==> src/rtl/defines.sv <==
// Shared TBUS field ranges and operation encodings.
`ifndef TBUS_DEFINES_SV
`define TBUS_DEFINES_SV

`define TBUS_OPTYPE_RANGE 1:0
`define TBUS_READ         2'd0
`define TBUS_WRITE        2'd1
`define RESULT_RANGE      63:0
`define SRC_RANGE         63:0

`endif

==> src/rtl/tbus_sram_responder.sv <==
// TBUS responder in front of a single-port doubleword SRAM: one request in flight,
// fixed latency of 3 + EXTRA_LAT cycles, reads abortable by flush, writes not.
`include "defines.sv"

module tbus_sram_responder #(
   parameter int unsigned ADDR_W    = 16,
   parameter int unsigned EXTRA_LAT = 0
) (
   input  logic                     clock,
   input  logic                     reset_n,
   input  logic                     tbus_index_valid,
   output logic                     tbus_index_ready,
   input  logic [`RESULT_RANGE]     tbus_index,
   input  logic [`SRC_RANGE]        tbus_write_data,
   input  logic [63:0]              tbus_write_mask,
   input  logic [`TBUS_OPTYPE_RANGE] tbus_operation_type,
   output logic [`RESULT_RANGE]     tbus_read_data,
   output logic                     tbus_operation_done,
   input  logic                     flush_valid,
   output logic                     sram_en,
   output logic                     sram_we,
   output logic [ADDR_W-1:0]        sram_addr,
   output logic [63:0]              sram_wdata,
   output logic [63:0]              sram_wmask,
   input  logic [63:0]              sram_rdata
);

   localparam logic [1:0] StIdle   = 2'd0;
   localparam logic [1:0] StAccess = 2'd1;
   localparam logic [1:0] StWait   = 2'd2;
   localparam logic [1:0] StDone   = 2'd3;

   logic [1:0]        state_q;
   logic [ADDR_W-1:0] addr_q;
   logic [63:0]       wdata_q;
   logic [63:0]       wmask_q;
   logic              is_write_q;
   logic [63:0]       rdata_q;
   logic [3:0]        cnt_q;
   logic              first_q;

   logic fire;
   logic in_access;
   logic in_done;
   logic read_flush;

   // Byte offset within the doubleword and address bits above the SRAM are don't-care.
   logic unused_index;
   assign unused_index = ^{tbus_index[2:0], tbus_index[63:ADDR_W+3]};

   assign tbus_index_ready = (state_q == StIdle) & ~flush_valid;
   assign fire             = tbus_index_valid & tbus_index_ready;
   assign read_flush       = flush_valid & ~is_write_q;

   always_ff @(posedge clock or negedge reset_n) begin
      if (!reset_n) begin
         state_q    <= StIdle;
         addr_q     <= '0;
         wdata_q    <= '0;
         wmask_q    <= '0;
         is_write_q <= 1'b0;
         rdata_q    <= '0;
         cnt_q      <= '0;
         first_q    <= 1'b0;
      end else begin
         case (state_q)
            StIdle: begin
               if (fire) begin
                  addr_q     <= tbus_index[ADDR_W+2:3];
                  wdata_q    <= tbus_write_data;
                  wmask_q    <= tbus_write_mask;
                  is_write_q <= (tbus_operation_type == `TBUS_WRITE);
                  state_q    <= StAccess;
               end
            end
            StAccess: begin
               if (read_flush) begin
                  state_q <= StIdle;
               end else begin
                  state_q <= StWait;
                  cnt_q   <= 4'(EXTRA_LAT);
                  first_q <= 1'b1;
               end
            end
            StWait: begin
               // SRAM read data is only valid in the cycle right after the access.
               if (first_q) begin
                  rdata_q <= is_write_q ? 64'd0 : sram_rdata;
                  first_q <= 1'b0;
               end
               if (read_flush) begin
                  state_q <= StIdle;
               end else if (cnt_q == 4'd0) begin
                  state_q <= StDone;
               end else begin
                  cnt_q <= cnt_q - 4'd1;
               end
            end
            StDone: begin
               state_q <= StIdle;
            end
            default: begin
               state_q <= StIdle;
            end
         endcase
      end
   end

   assign in_access = (state_q == StAccess);
   assign in_done   = (state_q == StDone);

   assign tbus_operation_done = in_done;
   assign tbus_read_data      = in_done ? rdata_q : 64'd0;

   assign sram_en    = in_access;
   assign sram_we    = in_access & is_write_q;
   assign sram_addr  = in_access ? addr_q : '0;
   assign sram_wdata = in_access ? wdata_q : 64'd0;
   assign sram_wmask = in_access ? wmask_q : 64'd0;

endmodule

==> config.mk <==
export PLATFORM = sky130hd
export DESIGN_NAME = tbus_sram_responder
export DESIGN_NICKNAME = d
export VERILOG_FILES = /design/src/rtl/tbus_sram_responder.sv
export VERILOG_INCLUDE_DIRS = /design/src /design/src/rtl
export SDC_FILE = /design/constraint.sdc
export NUM_CORES = 1
export LEC_CHECK = 0
export BUFFER_PORTS_ARGS = -buffer_cell sky130_fd_sc_hd__buf_2
export CORE_AREA = 2 2 182 184
export DETAILED_ROUTE_END_ITERATION = 10
export DIE_AREA = 0 0 184 186
export GPL_ROUTABILITY_DRIVEN = 0
export GPL_TIMING_DRIVEN = 0
export PLACE_DENSITY = 0.54
export SLEW_MARGIN = 15
export SYNTH_ARGS = -nofsm -noshare
export SYNTH_HDL_FRONTEND = slang
export SYNTH_SLANG_ARGS = --single-unit
==> constraint.sdc <==
create_clock -name clock -period 4.6 [get_ports clock]
set_input_delay 1.38 -clock clock [delete_from_list [all_inputs] [get_ports clock]]
set_output_delay 1.38 -clock clock [all_outputs]
set_load 0.005 [all_outputs]
==> Yosys cells after proc, flatten, opt, wreduce, memory -nomap -nowiden <==
Index checks and enable logic that the tools add are counted.
{ "classes": {"addsub": 1, "n_eq_ne": 9, "muxes": 16, "bitwise_logic": 6, "reduce_logical": 8} }
{ "op_table": {"columns": ["cell", "n"], "rows": [
  ["64-bit two-way mux", 4],
  ["16-bit two-way mux", 1],
  ["4-bit two-way mux", 3],
  ["2-bit two-way mux", 4],
  ["2-bit != test (second input constant)", 4],
  ["2-bit one-hot mux with 4 select lines", 1],
  ["4-bit one-hot mux with 2 select lines", 1],
  ["2-bit AND reduction", 4],
  ["1-bit AND", 4],
  ["2-bit by 1-bit equality test with 1-bit output (second input constant)", 2],
  ["2-bit equality test (second input constant)", 2],
  ["4-bit logical NOT", 1],
  ["4-bit AND reduction", 1],
  ["4-bit by 1-bit subtractor with 4-bit output (second input constant)", 1],
  ["3-bit != test (second input constant)", 1],
  ["2-bit logical NOT", 1],
  ["1-bit NOT", 2],
  ["1-bit one-hot mux with 2 select lines", 1],
  ["2-bit nonzero test", 1],
  ["1-bit two-way mux", 1]
]} }
{ "totals": {"register_bits": 216, "input_bits": 262, "out_inout_bits": 212, "elab_cells": 48} }

==> Depth between registers and ports, before layout <==
Gate-level depths: netlist (run 1).
{ "depth": {"depth_word": 5, "ltp_mapped": 8, "mapped_depth_nobuf": 6} }

==> Worst setup path before layout (run 1) <==
OpenSTA, ideal clock, no wires.
{ "synth_path": {"path_kind": "input to output", "startpoint": "input flush_valid", "endpoint": "output tbus_index_ready", "arrival_time_ns": 1.500, "t_required_ns": 3.220, "path_slack_ns": 1.720, "cell_stages": 1, "cell_sequence": "nor3_4"} }
{ "synth_via": {"elab_chain_len": 2} }
{ "synth_rtl": {"columns": ["item", "line", "rtl"], "rows": [
  ["start, declared", "tbus_sram_responder.sv:19", "input logic flush_valid,"],
  ["1-bit NOT", "tbus_sram_responder.sv:51", "assign tbus_index_ready = (state_q == StIdle) & ~flush_valid;"],
  ["1-bit AND", "tbus_sram_responder.sv:51", null],
  ["end, declared", "tbus_sram_responder.sv:12", "output logic tbus_index_ready,"]
]} }
No other way between the ends.

==> Worst setup path after layout (run 1) <==
{ "layout_path": {"startpoint": "register state_q[0]", "endpoint": "output sram_wmask[27]"} }
{ "layout_via": {"elab_chain_len": 2} }
{ "layout_rtl": {"columns": ["item", "line", "rtl"], "rows": [
  ["start, declared", "tbus_sram_responder.sv:33", "logic [1:0] state_q;"],
  ["start signal, assigned", "tbus_sram_responder.sv:57", "state_q <= StIdle;"],
  ["start signal, assigned", "tbus_sram_responder.sv:73", "state_q <= StAccess;"],
  ["start signal, assigned", "tbus_sram_responder.sv:78", "state_q <= StIdle;"],
  ["2-bit by 1-bit equality test with 1-bit output", "tbus_sram_responder.sv:109", "assign in_access = (state_q == StAccess);"],
  ["64-bit two-way mux", "tbus_sram_responder.sv:119", "assign sram_wmask = in_access ? wmask_q : 64'd0;"],
  ["end, declared", "tbus_sram_responder.sv:24", "output logic [63:0] sram_wmask,"]
]} }
No other way between the ends.

==> flow_summary.ini, run 1 <==
[status]
outcome = finished clean

[synthesis]
syn_avg_cell_area_sq_um = 11.4
synth_seq_area_share = 0.544
synth_edf_count = 0
yosys_warnings = 0
yosys-top-cells-count = 216 x dfrtp_1, 146 x and2_1, 134 x mux2_2, 132 x nand2_1, 67 x o21ai_0
synth.area.top_cells = dfrtp_1 54%, mux2_2 15%, and2_1 9.2%
post-synth-top-area-cell = dfrtp_1
synth_most_common_cell = dfrtp_1
syn_inst = 873
synth_area_sq_um = 9940
synthDistinctLibCells = 33
synth-seq-cells = 216
yosysTopAreaCellShare = 0.544
synth-async-reset-ratio = 1.00
ys.flop_type = dfrtp_1
synth_nets = 1137

[clock_network]
cts_tree = yes
cts_setup_buffers = 0
cts-buffers-inserted = 26
postCtsHoldBufs = 0
numClockSinks = 216
clockRootBuffer = clkbuf_16
clk_latency_ps = 530
post_cts_resized = 0
cts-htree-levels = 1
clockBufferDepth = 3
clk_pin_slew_ps = 60

[critical_path]
crit_cells = 6
cp_max_fo = 10
critical_path_class = reg2out
cp_data_arrival_time_ps = 2520
worst-path-buf-inv = 4
crit_chain = buf_6 -> nor2b_1 -> clkbuf_1 -> clkbuf_1 -> and2_1 -> buf_2
reg2reg_slack_ps = 2830
crit_top_cell = clkbuf_1
worst_path_max_delay_cell = clkbuf_1
max_stage_delay_ps = 530
critPathTopFamily = buffers and inverters
worstSetupStartpointType = flop
end_kind = primary output
r2r-start = state_q[0]$_DFFE_PN0P_
worstPathRequired_ps = 3220
r2r-end = wdata_q[63]$_DFFE_PN0P_
reg2reg_depth = 6

[detailed_routing]
vias = 7926
drt-pass1-iter-count = 4
drtAntennaViolNets = 0
avgRoutedWirePerCell_um = 17.3
routed_via_density = 4.51
routed_wl_um = 30400
route.detailed.drc = 0
initialDrtViolationCount = 302

[hold_path]
min_from = rdata_q[30]$_DFFE_PN0P_
hold_depth = 2
whs_endpoint = rdata_q[30]$_DFFE_PN0P_
min_path_type = reg2reg

[sta]
fmaxAchievable_mhz = 256
period_share = 0.848
slew-limit-headroom = 0.570
setup_tns_ps = 0
fin_skew_ps = 10.3
hold_viol = 0
period_minus_slack_ps = 3900
tightest_slew_ps = 644
holdWs_ps = 470
rsz0062_at_grt = false
drv_slew = 0
setup-violations-final = 0

[die]
start_util = 0.309
die_h_um = 186
core_sq_um = 32200
die_x_um = 184
rows = 66
io_pins = 474
dieArea_sq_um = 34200

[global_routing]
grt_pass1_vias = 8024
overflow = 0
grt_max_degree = 92
grtUsageTotal = 0.171
grt_pass1_wl_um = 45800
antenna_found_initial = 4

[pwr]
switching_share = 0.318
clkPwrFrac = 0.252
seq_power_share = 0.404
p_sw_mw = 2.56
power_density_nw_per_um2 = 596
peakVddDrop_mv = 0.321
p_total_mw = 8.04
combPwrFrac = 0.343
internal_power_mw = 5.49
power_leakage_nw = 7.18

[flow_run]
maxCapViolCount = 0

[cells_and_area]
regArea_sq_um = 5410
nets = 1592
layout-drive-gt1-share = 0.474
syn_to_final_growth_pct = 35.8
multiInputGateArea_sq_um = 4020
final_cells = 1756
fillers = 3251

[placed_design]
dp_cells = 1708
hpwl_um = 22900
port_buffers = 425
==> worst max path at each step <==
stage	startpoint	end	slack [ps]
3_5_place_dp	state_q[0]$_DFFE_PN0P_	sram_wmask[27]	1170
4_1_cts	state_q[0]$_DFFE_PN0P_	sram_wmask[27]	580
5_1_grt	state_q[0]$_DFFE_PN0P_	sram_wmask[27]	450
2_1_floorplan	flush_valid	tbus_index_ready	1720
6_report	state_q[0]$_DFFE_PN0P_	sram_wmask[27]	700
3_3_place_gp	reset_n	addr_q[9]$_DFFE_PN0P_	-1940
==> state kept, by name (all words and copies together) (netlist names) <==
register / count
state_q: 2
addr_q: 16
wdata_q: 64
first_q: 1
rdata_q: 64
cnt_q: 4
wmask_q: 64
is_write_q: 1
==> layout by cell type (no fill, tap or decap), drive strengths merged, types with 2 or more instances in the layout <==
cell type    n
buf        451
dfrtp      216
and2       147
mux2       144
nand2      132
clkbuf      87
o21ai       69
and3        64
inv          4
nand3        4
diode        3
nor2b        3
nor3         3
a21oi        2
o31ai        2
nand3b       2
ha           2
clkinv       2
==> logic make-up after synthesis <==
logic type               share of synthesized area
adder cells (fa/ha/maj)                    0.00252
AND/OR/NAND/NOR                              0.196
flip-flops                                   0.544
multiplexers                                 0.167
AO/OA/AOI/OAI                               0.0389
buffers and inverters                       0.0516
==> routing by layer <==
metal / up-vias / GRT usage / wire, um
li1: 3834 / - / -
met1: 3745 / 0.203 / 12300
met3: 42 / 0.0524 / 2510
met2: 303 / 0.300 / 14800
met4: 2 / 0.0451 / 722
met5: - / 0.00889 / 32
==> worst reg2reg max path, cell delays in order (launching register included) <==
cell	delay (ps)
dfrtp_1	370
buf_6	150
nor3_4	200
and2_4	230
buf_12	200
buf_12	160
mux2_2	340
==> layout make-up <==
type                            count  area share
Antenna cell                        3    0.000556
Multi-Input combinational cell    583       0.298
Inverter                            4     0.00111
Tap cell                          408      0.0378
Clock inverter                      4     0.00352
Buffer                             70      0.0369
Clock buffer                       41      0.0592
Timing Repair Buffer              427       0.162
Sequential cell                   216       0.401
==> power by group through the flow <==
stage               registers (mW)  logic (mW)  clock network [mW]
global placement              3.25        2.78                   0
finish                        3.25        2.76                2.03
floorplan                     3.13        1.84                   0
CTS                           3.26        2.83                2.10
global route                  3.37        3.10                2.18
detailed placement            3.29        2.83                   0
==> stage by stage <==
step | cell area (sq um) | utilization | setup WS (ps)
floorplan | 9940 | - | 1720
global placement | 12600 | 0.390 | -1940
detailed placement | 12600 | 0.393 | 1170
CTS | 13500 | 0.419 | 583
global route | 13500 | 0.419 | 446
finish | 13500 | 0.419 | 699
(Power assumes the default switching activity.)
==> run 2, diff against run 1 <==
clock period = 3.7 ns   (was 4.6 ns; I/O delays follow)
==> run 2 against run 1 <==
Compared with the run above:
- setup slack got worse by 490 ps
- non-clock buffer count stayed put
- largest power group unchanged
- via count about the same
- highest routed layer unchanged
- sequential power grew 24%
- clock skew about the same
- critical endpoint is now sram_addr[10]
- first-iteration DRC count is 2.6% higher
- flip-flop and latch count is the same
- clock power rose by 24%
==> flow_summary.ini, run 2 (synthesis results as in run 1) <==
[die]
die_h_um = 186
dieArea_sq_um = 34200
rows = 66
start_util = 0.309
die_x_um = 184
core_sq_um = 32200
io_pins = 474

[cells_and_area]
multiInputGateArea_sq_um = 4020
regArea_sq_um = 5410
layout-drive-gt1-share = 0.477
largestRegisters = rdata_q (64), wdata_q (64), wmask_q (64)
final_cells = 1756
fillers = 3253
nets = 1592
final_area_sq_um = 13500
final_cell_mix = 430 x buf_2, 216 x dfrtp_1, 146 x and2_1
syn_to_final_growth_pct = 35.8
final_common_cell = buf_2

[flow_run]
maxCapViolCount = 0

[clock_network]
numClockSinks = 216
clockBufferDepth = 3
clk_pin_slew_ps = 60
cts-buffers-inserted = 26
clockRootBuffer = clkbuf_16
clk_latency_ps = 530
cts_setup_buffers = 0
cts_tree = yes
cts-htree-levels = 1

[hold_path]
whs_endpoint = rdata_q[30]$_DFFE_PN0P_
min_path_type = reg2reg
min_from = rdata_q[30]$_DFFE_PN0P_
hold_depth = 2

[status]
outcome = finished clean

[critical_path]
cp_data_arrival_time_ps = 2380
worstPathRequired_ps = 2590
critical_path_class = reg2out
worstSetupStartpointType = flop
cp_max_fo = 10
end_kind = primary output
r2r-end = wdata_q[63]$_DFFE_PN0P_
reg2reg_slack_ps = 1930
reg2reg_depth = 6
r2r-start = state_q[0]$_DFFE_PN0P_

[pwr]
peakVddDrop_mv = 0.399
power_density_nw_per_um2 = 741
power_leakage_nw = 7.19

[detailed_routing]
drt-pass1-iter-count = 4
routed_via_density = 4.51
initialDrtViolationCount = 310
vias = 7924
route.detailed.drc = 0
drtAntennaViolNets = 0
routed_wl_um = 30400
avgRoutedWirePerCell_um = 17.3

[sta]
tightest_slew_ps = 540
rsz0062_at_grt = false
drv_slew = 0
slew-limit-headroom = 0.640
period_share = 0.944
setup-violations-final = 0
hold_viol = 0
fmaxAchievable_mhz = 286
fin_skew_ps = 10.3
period_minus_slack_ps = 3490

[placed_design]
placed_cell_area_sq_um = 12600
dp_cells = 1708
port_buffers = 425
hpwl_um = 22900

[global_routing]
grt_max_degree = 92
grt_pass1_vias = 8024
antenna_found_initial = 4
grt_pass1_wl_um = 45800
grtUsageTotal = 0.171
overflow = 0
[run 2: cell counts in the layout (fill, tap and decap cells not counted)]
No cell type changed its count.
[run 2: layout make-up]
| class | instances | share of cell area |
|---|---|---|
| multi-input cells | 583 | 0.298 |
| clock buffers | 41 | 0.0591 |
| inverters | 4 | 0.00111 |
| repair buffers | 427 | 0.162 |
| clock inverters | 4 | 0.00352 |
| plain buffers | 70 | 0.0373 |
| flip-flops and latches | 216 | 0.400 |
| well taps | 408 | 0.0378 |
| diodes | 3 | 0.000556 |
[run 2: report_power, final]
part	internal (mW)	leakage, nW	switching, mW
Clock	1.53	0.413	0.991
Sequential	3.52	2.60	0.523
Combinational	1.77	4.18	1.66
Total	6.83	7.19	3.18
[run 2: stage by stage]
stage | worst slack, ps | hold slack [ps] | utilization | TNS, ps | power (mW)
global route | 10.2 | 484 | 0.419 | 0 | 10.8
floorplan | 1360 | 443 | - | 0 | 6.18
detailed placement | 543 | 464 | 0.393 | 0 | 7.60
CTS | 63.8 | 470 | 0.419 | 0 | 10.2
global placement | -2570 | 454 | 0.390 | -548870 | 7.49
finish | 206 | 470 | 0.419 | 0 | 10.0
[run 2: critical path, cell delays in order, from the launching register on]
cell and delay (ps):
dfrtp_1 340, buf_6 150, nor2b_1 260, buf_2 380, clkbuf_1 350, and2_1 240, buf_2 130
[run 2: worst max path at each step]
stage                                 startpoint               endpoint  slack, ps  depth (start not counted)
after floorplan                      flush_valid       tbus_index_ready       1360                          1
after global placement                   reset_n  addr_q[9]$_DFFE_PN0P_      -2570                          1
after detailed placement  state_q[0]$_DFFE_PN0P_         sram_wmask[27]        540                          6
after CTS                 state_q[0]$_DFFE_PN0P_         sram_wmask[14]         60                          6
after global routing      state_q[0]$_DFFE_PN0P_         sram_wdata[55]         10                          6
final                     state_q[0]$_DFFE_PN0P_          sram_addr[10]        210                          6
[run 2: routing by layer]
metal  routed length (um)  global-route usage  vias to the layer above
met3                 2520              0.0524                       42
met4                  723              0.0451                        2
met1                12200               0.203                     3742
met2                14900               0.300                      305
li1                     -                   -                     3833
met5                   32             0.00889                        -
[run 2: timing repair]
action / CTS / global route
endpoints found under the setup margin: 12 / 16
resized for setup: 1 / 6
hold buffers: 0 / 0
hold endpoints to repair: 0 / 0
